**config.mk**
```make
export PLATFORM = sky130hd
export DESIGN_NAME = hit_resolver
export DESIGN_NICKNAME = d
export VERILOG_FILES = /design/src/rtl/fight_pkg.sv /design/src/rtl/hit_check.sv /design/src/rtl/hit_resolver.sv
export SDC_FILE = /design/constraint.sdc
export NUM_CORES = 1
export LEC_CHECK = 0
export CORE_MARGIN = 1
export CORE_UTILIZATION = 61
export CTS_BUF_LIST = sky130_fd_sc_hd__clkbuf_4 sky130_fd_sc_hd__clkbuf_8
export DETAILED_ROUTE_END_ITERATION = 8
export PLACE_DENSITY = 0.88
export SYNTH_ARGS = -nofsm -noshare
export SYNTH_HDL_FRONTEND = slang
export SYNTH_HIERARCHICAL = 1
export SYNTH_SLANG_ARGS = --single-unit
export TNS_END_PERCENT = 10
```
**constraint.sdc**
```tcl
create_clock -name logic_clk -period 10.6 [get_ports logic_clk]
set_clock_uncertainty 0.1 [all_clocks]
set_input_delay 2.12 -clock logic_clk [delete_from_list [all_inputs] [get_ports logic_clk]]
set_output_delay 2.12 -clock logic_clk [all_outputs]
set_load 0.02 [all_outputs]
```
**src/rtl/fight_pkg.sv**
```systemverilog
// fight_pkg: state codes and encodings shared by the gameplay controllers and the hit resolver.
package fight_pkg;

    typedef enum logic [3:0] {
        ST_IDLE      = 4'd0,
        ST_FWD       = 4'd1,
        ST_BWD       = 4'd2,
        ST_N_START   = 4'd3,
        ST_N_ACTIVE  = 4'd4,
        ST_N_RECOVER = 4'd5,
        ST_D_START   = 4'd6,
        ST_D_ACTIVE  = 4'd7,
        ST_D_RECOVER = 4'd8,
        ST_HITSTUN   = 4'd9,
        ST_BLOCKSTUN = 4'd10
    } pstate_t;

    typedef enum logic [1:0] {
        STUN_NONE  = 2'b00,
        STUN_HIT   = 2'b01,
        STUN_BLOCK = 2'b10
    } stun_t;

    typedef enum logic [1:0] {
        RS_FIGHT = 2'b00,
        RS_KO    = 2'b01,
        RS_OVER  = 2'b10
    } round_t;

    typedef enum logic [1:0] {
        WIN_NONE = 2'b00,
        WIN_P1   = 2'b01,
        WIN_P2   = 2'b10,
        WIN_DRAW = 2'b11
    } win_t;

    localparam int PLAYER_WIDTH = 64;

    function automatic logic is_active(input logic [3:0] s);
        return s == ST_N_ACTIVE || s == ST_D_ACTIVE;
    endfunction

endpackage

```
**src/rtl/hit_check.sv**
```systemverilog
// hit_check: combinational overlap test of one attacker's hitbox against the other player's hurtbox.
module hit_check
    import fight_pkg::*;
#(
    parameter int I_REACH = 32,
    parameter int D_REACH = 48
) (
    input  logic [9:0] atk_pos,
    input  logic [3:0] atk_state,
    input  logic [9:0] def_pos,
    input  logic [3:0] def_state,
    input  logic       side,
    output logic       connect,
    output logic       block,
    output logic [1:0] damage
);

    logic [10:0] left_pos;
    logic [10:0] right_pos;
    logic [10:0] reach;

    // side 0: attacker is P1 (left player); side 1: attacker is P2
    always_comb begin
        reach     = atk_state == ST_D_ACTIVE ? 11'(D_REACH) : 11'(I_REACH);
        left_pos  = {1'b0, side ? def_pos : atk_pos};
        right_pos = {1'b0, side ? atk_pos : def_pos};
        connect   = is_active(atk_state) && right_pos < left_pos + 11'(PLAYER_WIDTH) + reach;
        block     = def_state == ST_BWD || def_state == ST_BLOCKSTUN;
        damage    = block ? 2'd0 : atk_state == ST_D_ACTIVE ? 2'd2 : 2'd1;
    end

endmodule

```
**src/rtl/hit_resolver.sv**
```systemverilog
// hit_resolver: per-frame combat arbitration, health, round timer and round-state FSM.
module hit_resolver
    import fight_pkg::*;
#(
    parameter int I_REACH        = 32,
    parameter int D_REACH        = 48,
    parameter int MAX_HEALTH     = 5,
    parameter int FRAMES_PER_SEC = 60,
    parameter int ROUND_SECONDS  = 99,
    parameter int KO_FRAMES      = 90
) (
    input  logic       logic_clk,
    input  logic       reset_n,
    input  logic       restart,
    input  logic [9:0] p1_pos_x,
    input  logic [9:0] p2_pos_x,
    input  logic [3:0] p1_state,
    input  logic [3:0] p2_state,
    output logic [1:0] stunmode1,
    output logic [1:0] stunmode2,
    output logic [2:0] health1,
    output logic [2:0] health2,
    output logic [6:0] round_timer,
    output logic [1:0] round_state,
    output logic [1:0] winner
);

    localparam int PW = FRAMES_PER_SEC > 1 ? $clog2(FRAMES_PER_SEC) : 1;
    localparam int KW = $clog2(KO_FRAMES + 1);

    round_t        state;
    round_t        state_nxt;
    logic [PW-1:0] presc;
    logic [KW-1:0] ko_cnt;
    logic          conn1;
    logic          conn2;
    logic          c1;
    logic          c2;
    logic          b1;
    logic          b2;
    logic [1:0]    d1;
    logic [1:0]    d2;
    logic          fight;
    logic          hit1;
    logic          hit2;
    logic [2:0]    h1_nxt;
    logic [2:0]    h2_nxt;
    logic          presc_wrap;
    logic [6:0]    timer_nxt;
    logic          ko_health;
    logic          time_up;
    logic [1:0]    win_nxt;

    hit_check #(.I_REACH(I_REACH), .D_REACH(D_REACH)) u_p1_atk (
        .atk_pos  (p1_pos_x),
        .atk_state(p1_state),
        .def_pos  (p2_pos_x),
        .def_state(p2_state),
        .side     (1'b0),
        .connect  (c1),
        .block    (b1),
        .damage   (d1)
    );

    hit_check #(.I_REACH(I_REACH), .D_REACH(D_REACH)) u_p2_atk (
        .atk_pos  (p2_pos_x),
        .atk_state(p2_state),
        .def_pos  (p1_pos_x),
        .def_state(p1_state),
        .side     (1'b1),
        .connect  (c2),
        .block    (b2),
        .damage   (d2)
    );

    assign round_state = state;

    // hit1: P1 lands on P2; hit2: P2 lands on P1. Health-0 outranks time-up.
    always_comb begin
        fight      = state == RS_FIGHT;
        hit1       = fight && c1 && !conn1;
        hit2       = fight && c2 && !conn2;
        h2_nxt     = hit1 ? (health2 > 3'(d1) ? health2 - 3'(d1) : 3'd0) : health2;
        h1_nxt     = hit2 ? (health1 > 3'(d2) ? health1 - 3'(d2) : 3'd0) : health1;
        presc_wrap = presc == PW'(FRAMES_PER_SEC - 1);
        timer_nxt  = fight && presc_wrap && round_timer != 7'd0 ? round_timer - 7'd1 : round_timer;
        ko_health  = h1_nxt == 3'd0 || h2_nxt == 3'd0;
        time_up    = timer_nxt == 7'd0;
        win_nxt    = ko_health ? (h1_nxt == 3'd0 && h2_nxt == 3'd0 ? WIN_DRAW :
                                  h1_nxt == 3'd0 ? WIN_P2 : WIN_P1) :
                     h1_nxt > h2_nxt ? WIN_P1 : h2_nxt > h1_nxt ? WIN_P2 : WIN_DRAW;
    end

    always_comb begin
        state_nxt = state;
        case (state)
            RS_FIGHT: state_nxt = ko_health || time_up ? RS_KO : RS_FIGHT;
            RS_KO:    state_nxt = ko_cnt == KW'(KO_FRAMES - 1) ? RS_OVER : RS_KO;
            RS_OVER:  state_nxt = restart ? RS_FIGHT : RS_OVER;
            default:  state_nxt = RS_FIGHT;
        endcase
    end

    always_ff @(posedge logic_clk or negedge reset_n) begin
        if (!reset_n) begin
            state       <= RS_FIGHT;
            stunmode1   <= STUN_NONE;
            stunmode2   <= STUN_NONE;
            health1     <= 3'(MAX_HEALTH);
            health2     <= 3'(MAX_HEALTH);
            round_timer <= 7'(ROUND_SECONDS);
            winner      <= WIN_NONE;
            presc       <= '0;
            ko_cnt      <= '0;
            conn1       <= 1'b0;
            conn2       <= 1'b0;
        end else begin
            state     <= state_nxt;
            stunmode1 <= hit2 ? (b2 ? STUN_BLOCK : STUN_HIT) : STUN_NONE;
            stunmode2 <= hit1 ? (b1 ? STUN_BLOCK : STUN_HIT) : STUN_NONE;
            conn1     <= is_active(p1_state) && (conn1 || hit1);
            conn2     <= is_active(p2_state) && (conn2 || hit2);
            if (fight) begin
                health1     <= h1_nxt;
                health2     <= h2_nxt;
                round_timer <= timer_nxt;
                presc       <= presc_wrap ? '0 : presc + PW'(1);
                ko_cnt      <= '0;
                if (state_nxt == RS_KO) winner <= win_nxt;
            end else if (state == RS_KO) begin
                ko_cnt <= ko_cnt + KW'(1);
            end else if (restart) begin
                health1     <= 3'(MAX_HEALTH);
                health2     <= 3'(MAX_HEALTH);
                round_timer <= 7'(ROUND_SECONDS);
                presc       <= '0;
                winner      <= WIN_NONE;
            end
        end
    end

endmodule

```
==> results of run 1 <==
==> report_power, final <==
part / leakage [uW] / internal [uW] / switching [uW] / total, uW
registers: 0.000451 / 175 / 44.1 / 219
logic: 0.00123 / 145 / 172 / 317
clock network: 0.0000541 / 69.6 / 50.9 / 120
total: 0.00174 / 389 / 266 / 656
==> stage by stage <==
stage / cells / util / area, sq um / total power [uW]
CTS: 501 / 0.748 / 4120 / 654
global placement: 493 / 0.728 / 4010 / 516
floorplan: 380 / - / 3480 / 435
detailed placement: 493 / 0.728 / 4010 / 531
finish: 501 / 0.748 / 4120 / 656
global route: 501 / 0.748 / 4120 / 706
==> how the worst max path moves through the flow <==
stage | cells after the start | slack (ps) | to
2_1_floorplan | 22 | 4030 | winner[0]
3_3_place_gp | 23 | 3410 | winner[0]
3_5_place_dp | 23 | 3190 | winner[0]
4_1_cts | 23 | 3360 | winner[0]
5_1_grt | 23 | 2880 | winner[0]
6_report | 23 | 3320 | winner[0]
==> layout make-up <==
cell class	instances	area (sq um)	share of cell area
clock buffers	5	68.8	0.0167
well taps	72	90.1	0.0219
repair buffers	52	518	0.126
clock inverters	3	42.5	0.0103
inverters	19	71.3	0.0173
multi-input cells	314	2420	0.587
flip-flops and latches	36	911	0.221
==> metal layers <==
layer,vias up,routed length (microns),share of wire
li1,1511,-,-
met1,1487,3780,0.45
met2,73,4080,0.49
met3,14,332,0.040
met4,0,116,0.014
met5,-,0,0
==> worst max-delay path, cell delays in order <==
cell and delay, ps:
clkdlybuf4s50_1 430, nor2b_1 150, and3_1 210, ha_1 240
inv_1 60, ha_1 190, nand2b_1 80, a32oi_1 290
xnor2_1 160, ha_1 260, a21o_1 160, a211o_1 280
o32ai_1 200, nor3b_1 500, nand2_1 150, a2111oi_0 430
a21oi_1 120, ha_1 310, o21ai_0 60, or2b_2 310
a21oi_1 110, or4b_1 440, o311ai_1 100
==> state kept, by name, summed over array words and instances, names as in the netlist, 2 cells and up <==
name,cells
round_state,2
winner,2
ko_cnt,7
health2,3
stunmode2,2
presc,6
round_timer,7
health1,3
stunmode1,2
==> layout by cell type, fill, tap and decap left out, drive strengths merged, types with 3 or more instances in the layout <==
cell type	n
clkdlybuf4s50	51
ha	33
dfrtp	28
nor2	27
a21oi	26
nand2	26
mux2	23
inv	19
o21ai	18
nor2b	11
nand2b	10
mux2i	10
nand3	9
xnor2	9
xor2	9
a32oi	8
dfstp	8
nand4	7
a21o	6
nor3b	6
clkbuf	5
and3	5
or3	5
a211o	5
a211oi	4
and2	4
a22oi	3
o211ai	3
a22o	3
o311ai	3
o221ai	3
==> kinds of logic (layout without fill, tap and decap cells) <==
group	count (synthesis)	after routing	share of synthesized area
DFF	36	36	0.261
buffers and inverters	30	79	0.0445
other	2	2	0.00216
adders and majority gates	35	35	0.130
muxes	33	33	0.105
and+or+nand+nor	129	129	0.215
xor gates and xnor gates	18	18	0.0453
AOI/OAI and AO/OA	97	97	0.196
==> flow_results.xml, run 1 <==
<?xml version="1.0" encoding="UTF-8"?>
<metrics>
  <group name="outcome">
    <metric name="run_status" unit="">completed</metric>
  </group>
  <group name="pwr">
    <metric name="total_power_per_unit_cell_area" unit="mW/mm^2">159</metric>
    <metric name="power.static_leakage" unit="uW">0.00174</metric>
    <metric name="vdd.ir_drop.worst" unit="uV">140</metric>
  </group>
  <group name="floorplanning">
    <metric name="ios" unit="">52</metric>
    <metric name="start_util" unit="">0.633</metric>
    <metric name="placeableCoreArea" unit="sq mm">0.00551</metric>
    <metric name="dieWidth" unit="microns">77.6</metric>
    <metric name="num_rows" unit="">27</metric>
    <metric name="die_height" unit="microns">77.6</metric>
    <metric name="die_area" unit="sq mm">0.00602</metric>
  </group>
  <group name="timing">
    <metric name="final_hold_viol_count" unit="">0</metric>
    <metric name="max_freq" unit="GHz">0.137</metric>
    <metric name="finalCritPeriodShare" unit="">0.687</metric>
    <metric name="rsz0062_at_grt" unit="">false</metric>
    <metric name="tns" unit="ps">0</metric>
    <metric name="worst_slew_pin_slew" unit="ps">1180</metric>
    <metric name="holdWs" unit="ps">424</metric>
    <metric name="setup_ws" unit="ps">3320</metric>
    <metric name="period_needed" unit="ps">7280</metric>
    <metric name="drv_slew" unit="">0</metric>
    <metric name="setup_viol" unit="">0</metric>
    <metric name="rel_slew_slack" unit="">0.212</metric>
  </group>
  <group name="clock_tree">
    <metric name="tritoncts.num_buffers" unit="">5</metric>
    <metric name="number_of_clock_sinks" unit="">36</metric>
    <metric name="cts_setup_buffers" unit="">0</metric>
    <metric name="tritoncts" unit="">done</metric>
    <metric name="clockBufferDepth" unit="">2</metric>
    <metric name="cts_root_buf" unit="">clkbuf_8</metric>
    <metric name="path_clk_slew" unit="ps">80</metric>
    <metric name="postCtsHoldBufs" unit="">0</metric>
    <metric name="latest_clock_arrival_within_the_worst_skew_pair" unit="ps">290</metric>
    <metric name="cts_resized" unit="">0</metric>
    <metric name="cts_htree_levels" unit="">2</metric>
  </group>
  <group name="grt">
    <metric name="antenna_found_initial" unit="">0</metric>
    <metric name="grt_overflow" unit="">0</metric>
    <metric name="grt_util_met1" unit="">0.382</metric>
    <metric name="grt_max_degree" unit="">37</metric>
    <metric name="busiest_layer" unit="">met2</metric>
    <metric name="grt_first_pass_wirelength" unit="mm">14.0</metric>
    <metric name="grt_util_all_layers" unit="">0.291</metric>
    <metric name="first_global_vias" unit="">2998</metric>
    <metric name="grtUsageMet2" unit="">0.488</metric>
    <metric name="grt_use_met3" unit="">0.0482</metric>
  </group>
  <group name="cells_and_area">
    <metric name="area_delta_synth_final" unit="%">18.2</metric>
    <metric name="fillers" unit="">400</metric>
    <metric name="fin_nets" unit="">494</metric>
    <metric name="drive_gt1_frac" unit="">0.133</metric>
    <metric name="num_antenna_cells" unit="">0</metric>
  </group>
  <group name="logic_synthesis">
    <metric name="async_reset_ff_frac" unit="">1.00</metric>
    <metric name="synth.net_count" unit="">446</metric>
    <metric name="ys.flop_type" unit="">dfrtp_1</metric>
    <metric name="synthesized_instance_count" unit="">380</metric>
    <metric name="synth_top_area_cell" unit="">dfrtp_1</metric>
    <metric name="synth-warning-count" unit="">6</metric>
    <metric name="synth.cells.most_frequent" unit="">ha_1, dfrtp_1, a21oi_1, nand2_1, nor2_1</metric>
    <metric name="netlist-cell-type-count" unit="">71</metric>
    <metric name="synth-edff-count" unit="">0</metric>
    <metric name="post-synth-top-count-cell" unit="">ha_1</metric>
    <metric name="synth_area" unit="sq mm">0.00348</metric>
    <metric name="synth.top_cell.area_share" unit="">0.201</metric>
    <metric name="syn-mean-instance-area" unit="sq um">9.17</metric>
    <metric name="seq_area_frac_synth" unit="">0.261</metric>
    <metric name="synth.ff_latch_count" unit="">36</metric>
    <metric name="netlist_top_cells_area" unit="">dfrtp_1, ha_1, mux2_2</metric>
  </group>
  <group name="critical_path">
    <metric name="r2r_slack" unit="ps">6810</metric>
    <metric name="timing.critical_path.to_type" unit="">register</metric>
    <metric name="timing.rr.start" unit="">round_state[1]</metric>
    <metric name="critical_path_class" unit="">input port to register</metric>
    <metric name="r2r_end" unit="">winner[0]</metric>
    <metric name="cp.arrival" unit="ps">7360</metric>
    <metric name="critPathLaunchType" unit="">input port</metric>
    <metric name="reg2reg_depth" unit="">11</metric>
    <metric name="worst-path-max-fanout" unit="">5</metric>
    <metric name="worst-endpoint-required" unit="ps">10680</metric>
    <metric name="crit_path_start" unit="">p2_state[2]</metric>
  </group>
  <group name="routing">
    <metric name="wl_per_cell" unit="microns">16.6</metric>
    <metric name="detailroute.via_count" unit="">3085</metric>
    <metric name="firstDrtPassIters" unit="">4</metric>
    <metric name="route.detailed.vias_per_inst" unit="">6.16</metric>
    <metric name="antenna_left" unit="">0</metric>
    <metric name="totalWireLength" unit="mm">8.30</metric>
    <metric name="drtIter0Drc" unit="">190</metric>
    <metric name="drc" unit="">0</metric>
  </group>
  <group name="place">
    <metric name="io_buffers" unit="">51</metric>
    <metric name="final_hpwl_from_detailed_placement" unit="mm">6.31</metric>
    <metric name="detailedPlace.worstSlack" unit="ps">3190</metric>
    <metric name="globalplace.congestion" unit="">0.870</metric>
  </group>
  <group name="job">
    <metric name="cap_violations" unit="">0</metric>
  </group>
  <group name="min_path">
    <metric name="timing.hold.worst.start" unit="">health2[0]</metric>
    <metric name="worst_hold_path_type" unit="">register to register</metric>
    <metric name="holdPathEnd" unit="">health2[0]</metric>
    <metric name="worst_hold_path.num_cells" unit="">2</metric>
  </group>
</metrics>
Note: power is estimated with default switching activity, not from simulation.
==> run 2: changes to the inputs <==
--- a/config.mk
+++ b/config.mk
@@ -6,10 +6,10 @@
 export NUM_CORES = 1
 export LEC_CHECK = 0
 export CORE_MARGIN = 1
-export CORE_UTILIZATION = 61
+export CORE_UTILIZATION = 57
 export CTS_BUF_LIST = sky130_fd_sc_hd__clkbuf_4 sky130_fd_sc_hd__clkbuf_8
 export DETAILED_ROUTE_END_ITERATION = 8
-export PLACE_DENSITY = 0.88
+export PLACE_DENSITY = 0.83
 export SYNTH_ARGS = -nofsm -noshare
 export SYNTH_HDL_FRONTEND = slang
 export SYNTH_HIERARCHICAL = 1
==> constraint.sdc (replaced) <==
create_clock -name logic_clk -period 7.1 [get_ports logic_clk]
set_clock_uncertainty 0.1 [all_clocks]
set_input_delay 1.42 -clock logic_clk [delete_from_list [all_inputs] [get_ports logic_clk]]
set_output_delay 1.42 -clock logic_clk [all_outputs]
set_load 0.02 [all_outputs]
==> run 2 against run 1 <==
Against the previous run: sequential share of layout area decreased by 0.060 points; routed wire length about the same; largest power group unchanged; combinational power increased by 49%; core utilization decreased by 5.0 points; register-to-register slack got worse by 3300 ps; clock-buffer cell count unchanged; design area increased by 0.27%; die area increased by 6.8%.
==> flow_results.xml, run 2 (synthesis gave the netlist of run 1 again) <==
<?xml version="1.0" encoding="UTF-8"?>
<metrics>
  <group name="outcome">
    <metric name="run_status" unit="">completed</metric>
  </group>
  <group name="floorplanning">
    <metric name="start_util" unit="">0.588</metric>
    <metric name="die_area" unit="sq mm">0.00643</metric>
    <metric name="num_rows" unit="">28</metric>
    <metric name="die_height" unit="microns">80.2</metric>
    <metric name="ios" unit="">52</metric>
    <metric name="dieWidth" unit="microns">80.2</metric>
    <metric name="placeableCoreArea" unit="sq mm">0.00592</metric>
  </group>
  <group name="timing">
    <metric name="period_needed" unit="ps">6490</metric>
    <metric name="worst_slew_pin_slew" unit="ps">1140</metric>
    <metric name="rel_slew_slack" unit="">0.238</metric>
    <metric name="setup_viol" unit="">0</metric>
    <metric name="final_hold_viol_count" unit="">0</metric>
    <metric name="max_freq" unit="GHz">0.154</metric>
    <metric name="drv_slew" unit="">0</metric>
    <metric name="tns" unit="ps">0</metric>
    <metric name="finalCritPeriodShare" unit="">0.914</metric>
    <metric name="rsz0062_at_grt" unit="">false</metric>
  </group>
  <group name="clock_tree">
    <metric name="cts_root_buf" unit="">clkbuf_8</metric>
    <metric name="clockBufferDepth" unit="">2</metric>
    <metric name="cts_resized" unit="">0</metric>
    <metric name="number_of_clock_sinks" unit="">36</metric>
    <metric name="cts_setup_buffers" unit="">0</metric>
    <metric name="tritoncts" unit="">done</metric>
    <metric name="path_clk_slew" unit="ps">80</metric>
    <metric name="postCtsHoldBufs" unit="">0</metric>
    <metric name="tritoncts.num_buffers" unit="">5</metric>
    <metric name="latest_clock_arrival_within_the_worst_skew_pair" unit="ps">300</metric>
    <metric name="cts_htree_levels" unit="">2</metric>
  </group>
  <group name="cells_and_area">
    <metric name="multi_input_comb_area" unit="sq mm">0.00242</metric>
    <metric name="area_delta_synth_final" unit="%">18.6</metric>
    <metric name="reg.largest.list" unit="">ko_cnt x7, round_timer x7, presc x6</metric>
    <metric name="top_library_cells_by_usage_in_the_layout_fill_and_taps_aside" unit="">clkdlybuf4s50_1, ha_1, dfrtp_1</metric>
    <metric name="drive_gt1_frac" unit="">0.135</metric>
    <metric name="fillers" unit="">478</metric>
    <metric name="final_common_cell" unit="">clkdlybuf4s50_1</metric>
    <metric name="fin_nets" unit="">495</metric>
    <metric name="seqCellArea" unit="sq um">911</metric>
    <metric name="num_antenna_cells" unit="">0</metric>
  </group>
  <group name="routing">
    <metric name="wl_per_cell" unit="microns">16.4</metric>
    <metric name="antenna_left" unit="">0</metric>
    <metric name="firstDrtPassIters" unit="">5</metric>
    <metric name="drc" unit="">0</metric>
    <metric name="route.detailed.vias_per_inst" unit="">6.09</metric>
    <metric name="detailroute.via_count" unit="">3076</metric>
    <metric name="totalWireLength" unit="mm">8.30</metric>
    <metric name="drtIter0Drc" unit="">186</metric>
  </group>
  <group name="critical_path">
    <metric name="worst-path-max-fanout" unit="">5</metric>
    <metric name="critPathLaunchType" unit="">input port</metric>
    <metric name="timing.rr.start" unit="">round_state[1]</metric>
    <metric name="crit_family" unit="">compound AO/OA/AOI/OAI gates</metric>
    <metric name="crit_path_start" unit="">p2_state[2]</metric>
    <metric name="reg2reg_depth" unit="">12</metric>
    <metric name="crit_end" unit="">winner[0]</metric>
    <metric name="cp_num_buf_inv" unit="">3</metric>
    <metric name="cpPeakStageDelay" unit="ps">450</metric>
    <metric name="critical_path_class" unit="">input port to register</metric>
    <metric name="r2r_slack" unit="ps">3530</metric>
    <metric name="cp.depth" unit="">24</metric>
    <metric name="worst-endpoint-required" unit="ps">7200</metric>
    <metric name="cp.arrival" unit="ps">6590</metric>
    <metric name="r2r_end" unit="">winner[0]</metric>
    <metric name="worst_path_max_delay_cell" unit="">clkdlybuf4s50_1</metric>
    <metric name="timing.critical_path.to_type" unit="">register</metric>
    <metric name="most_frequent_cp_cell" unit="">ha_1</metric>
    <metric name="crit_chain" unit="">clkdlybuf4s50_1, nor2b_1, and3_1, ha_1, inv_1, ha_1, nand2b_1, a32oi_1, xnor2_1, ha_1, a21o_1, a211o_1, o32ai_1, nor3b_1, buf_4, nand2_1, a2111oi_0, a21oi_1, ha_1, o21ai_0, or2b_2, a21oi_1, or4b_1, o311ai_1</metric>
  </group>
  <group name="pwr">
    <metric name="p_comb_frac" unit="">0.480</metric>
    <metric name="design_power_total" unit="uW">985</metric>
    <metric name="internal_power" unit="uW">581</metric>
    <metric name="p_switching" unit="uW">404</metric>
    <metric name="relative_contribution_of_sequential_cells_to_total_power" unit="">0.334</metric>
    <metric name="power.share.switching" unit="">0.410</metric>
    <metric name="vdd.ir_drop.worst" unit="uV">239</metric>
    <metric name="total_power_per_unit_cell_area" unit="mW/mm^2">239</metric>
    <metric name="power_frac_clock" unit="">0.186</metric>
    <metric name="power.static_leakage" unit="uW">0.00174</metric>
  </group>
  <group name="place">
    <metric name="io_buffers" unit="">51</metric>
    <metric name="final_hpwl_from_detailed_placement" unit="mm">6.19</metric>
    <metric name="globalplace.congestion" unit="">0.914</metric>
  </group>
  <group name="grt">
    <metric name="grt_util_all_layers" unit="">0.273</metric>
    <metric name="first_global_vias" unit="">2926</metric>
    <metric name="grt_overflow" unit="">0</metric>
    <metric name="grt_max_degree" unit="">37</metric>
    <metric name="antenna_found_initial" unit="">0</metric>
    <metric name="grt_first_pass_wirelength" unit="mm">13.8</metric>
  </group>
  <group name="job">
    <metric name="cap_violations" unit="">0</metric>
  </group>
  <group name="min_path">
    <metric name="worst_hold_path_type" unit="">register to register</metric>
  </group>
</metrics>
run 2: stage by stage:
step / hold slack [ps] / instances / setup slack, ps / cell area [sq um] / utilization
floorplan: 400 / 380 / 1230 / 3480 / -
global placement: 412 / 497 / 514 / 4020 / 0.679
detailed placement: 421 / 497 / 391 / 4020 / 0.679
CTS: 432 / 505 / 660 / 4130 / 0.698
global route: 479 / 505 / 333 / 4130 / 0.698
finish: 433 / 505 / 612 / 4130 / 0.698
run 2: worst register-to-register path, stage by stage, from the launching register on:
cell       delay, ps
dfrtp_1          520
or2_1            480
nor3b_1          270
buf_4            170
nand2_1           70
a2111oi_0        360
a21oi_1          130
ha_1             320
o21ai_0           80
or2b_2           320
a21oi_1          110
or4b_1           440
o311ai_1         100
run 2: cell type report:
class / count / share of cell area
clock buffers: 5 / 0.0167
clock inverters: 3 / 0.0103
inverters: 19 / 0.0173
multi-input cells: 314 / 0.585
flip-flops and latches: 36 / 0.221
well taps: 75 / 0.0227
repair buffers: 53 / 0.127
run 2: metal layers:
metal,global-route usage,vias up,routed length (microns)
met5,0,-,0
met4,0.0929,0,144
met3,0.0432,13,385
met2,0.450,87,4020
met1,0.364,1462,3750
li1,-,1514,-
run 2: worst min-delay path by stage:
stage                               from             end  slack (ps)  cells past startpoint
final                     round_timer[6]  round_timer[6]         430                      2
after global routing      round_timer[6]  round_timer[6]         480                      2
after detailed placement  round_timer[6]  round_timer[6]         420                      2
after CTS                 round_timer[6]  round_timer[6]         430                      2
after floorplan                 presc[3]        presc[3]         400                      1
after global placement    round_timer[6]  round_timer[6]         410                      2
run 2: power by group through the flow:
stage / Clock [uW] / Combinational, uW / Sequential, uW
after floorplan: 0 / 310 / 340
after global placement: 0 / 445 / 326
after detailed placement: 0 / 463 / 328
after CTS: 185 / 469 / 326
after global routing: 191 / 528 / 337
final: 183 / 473 / 329
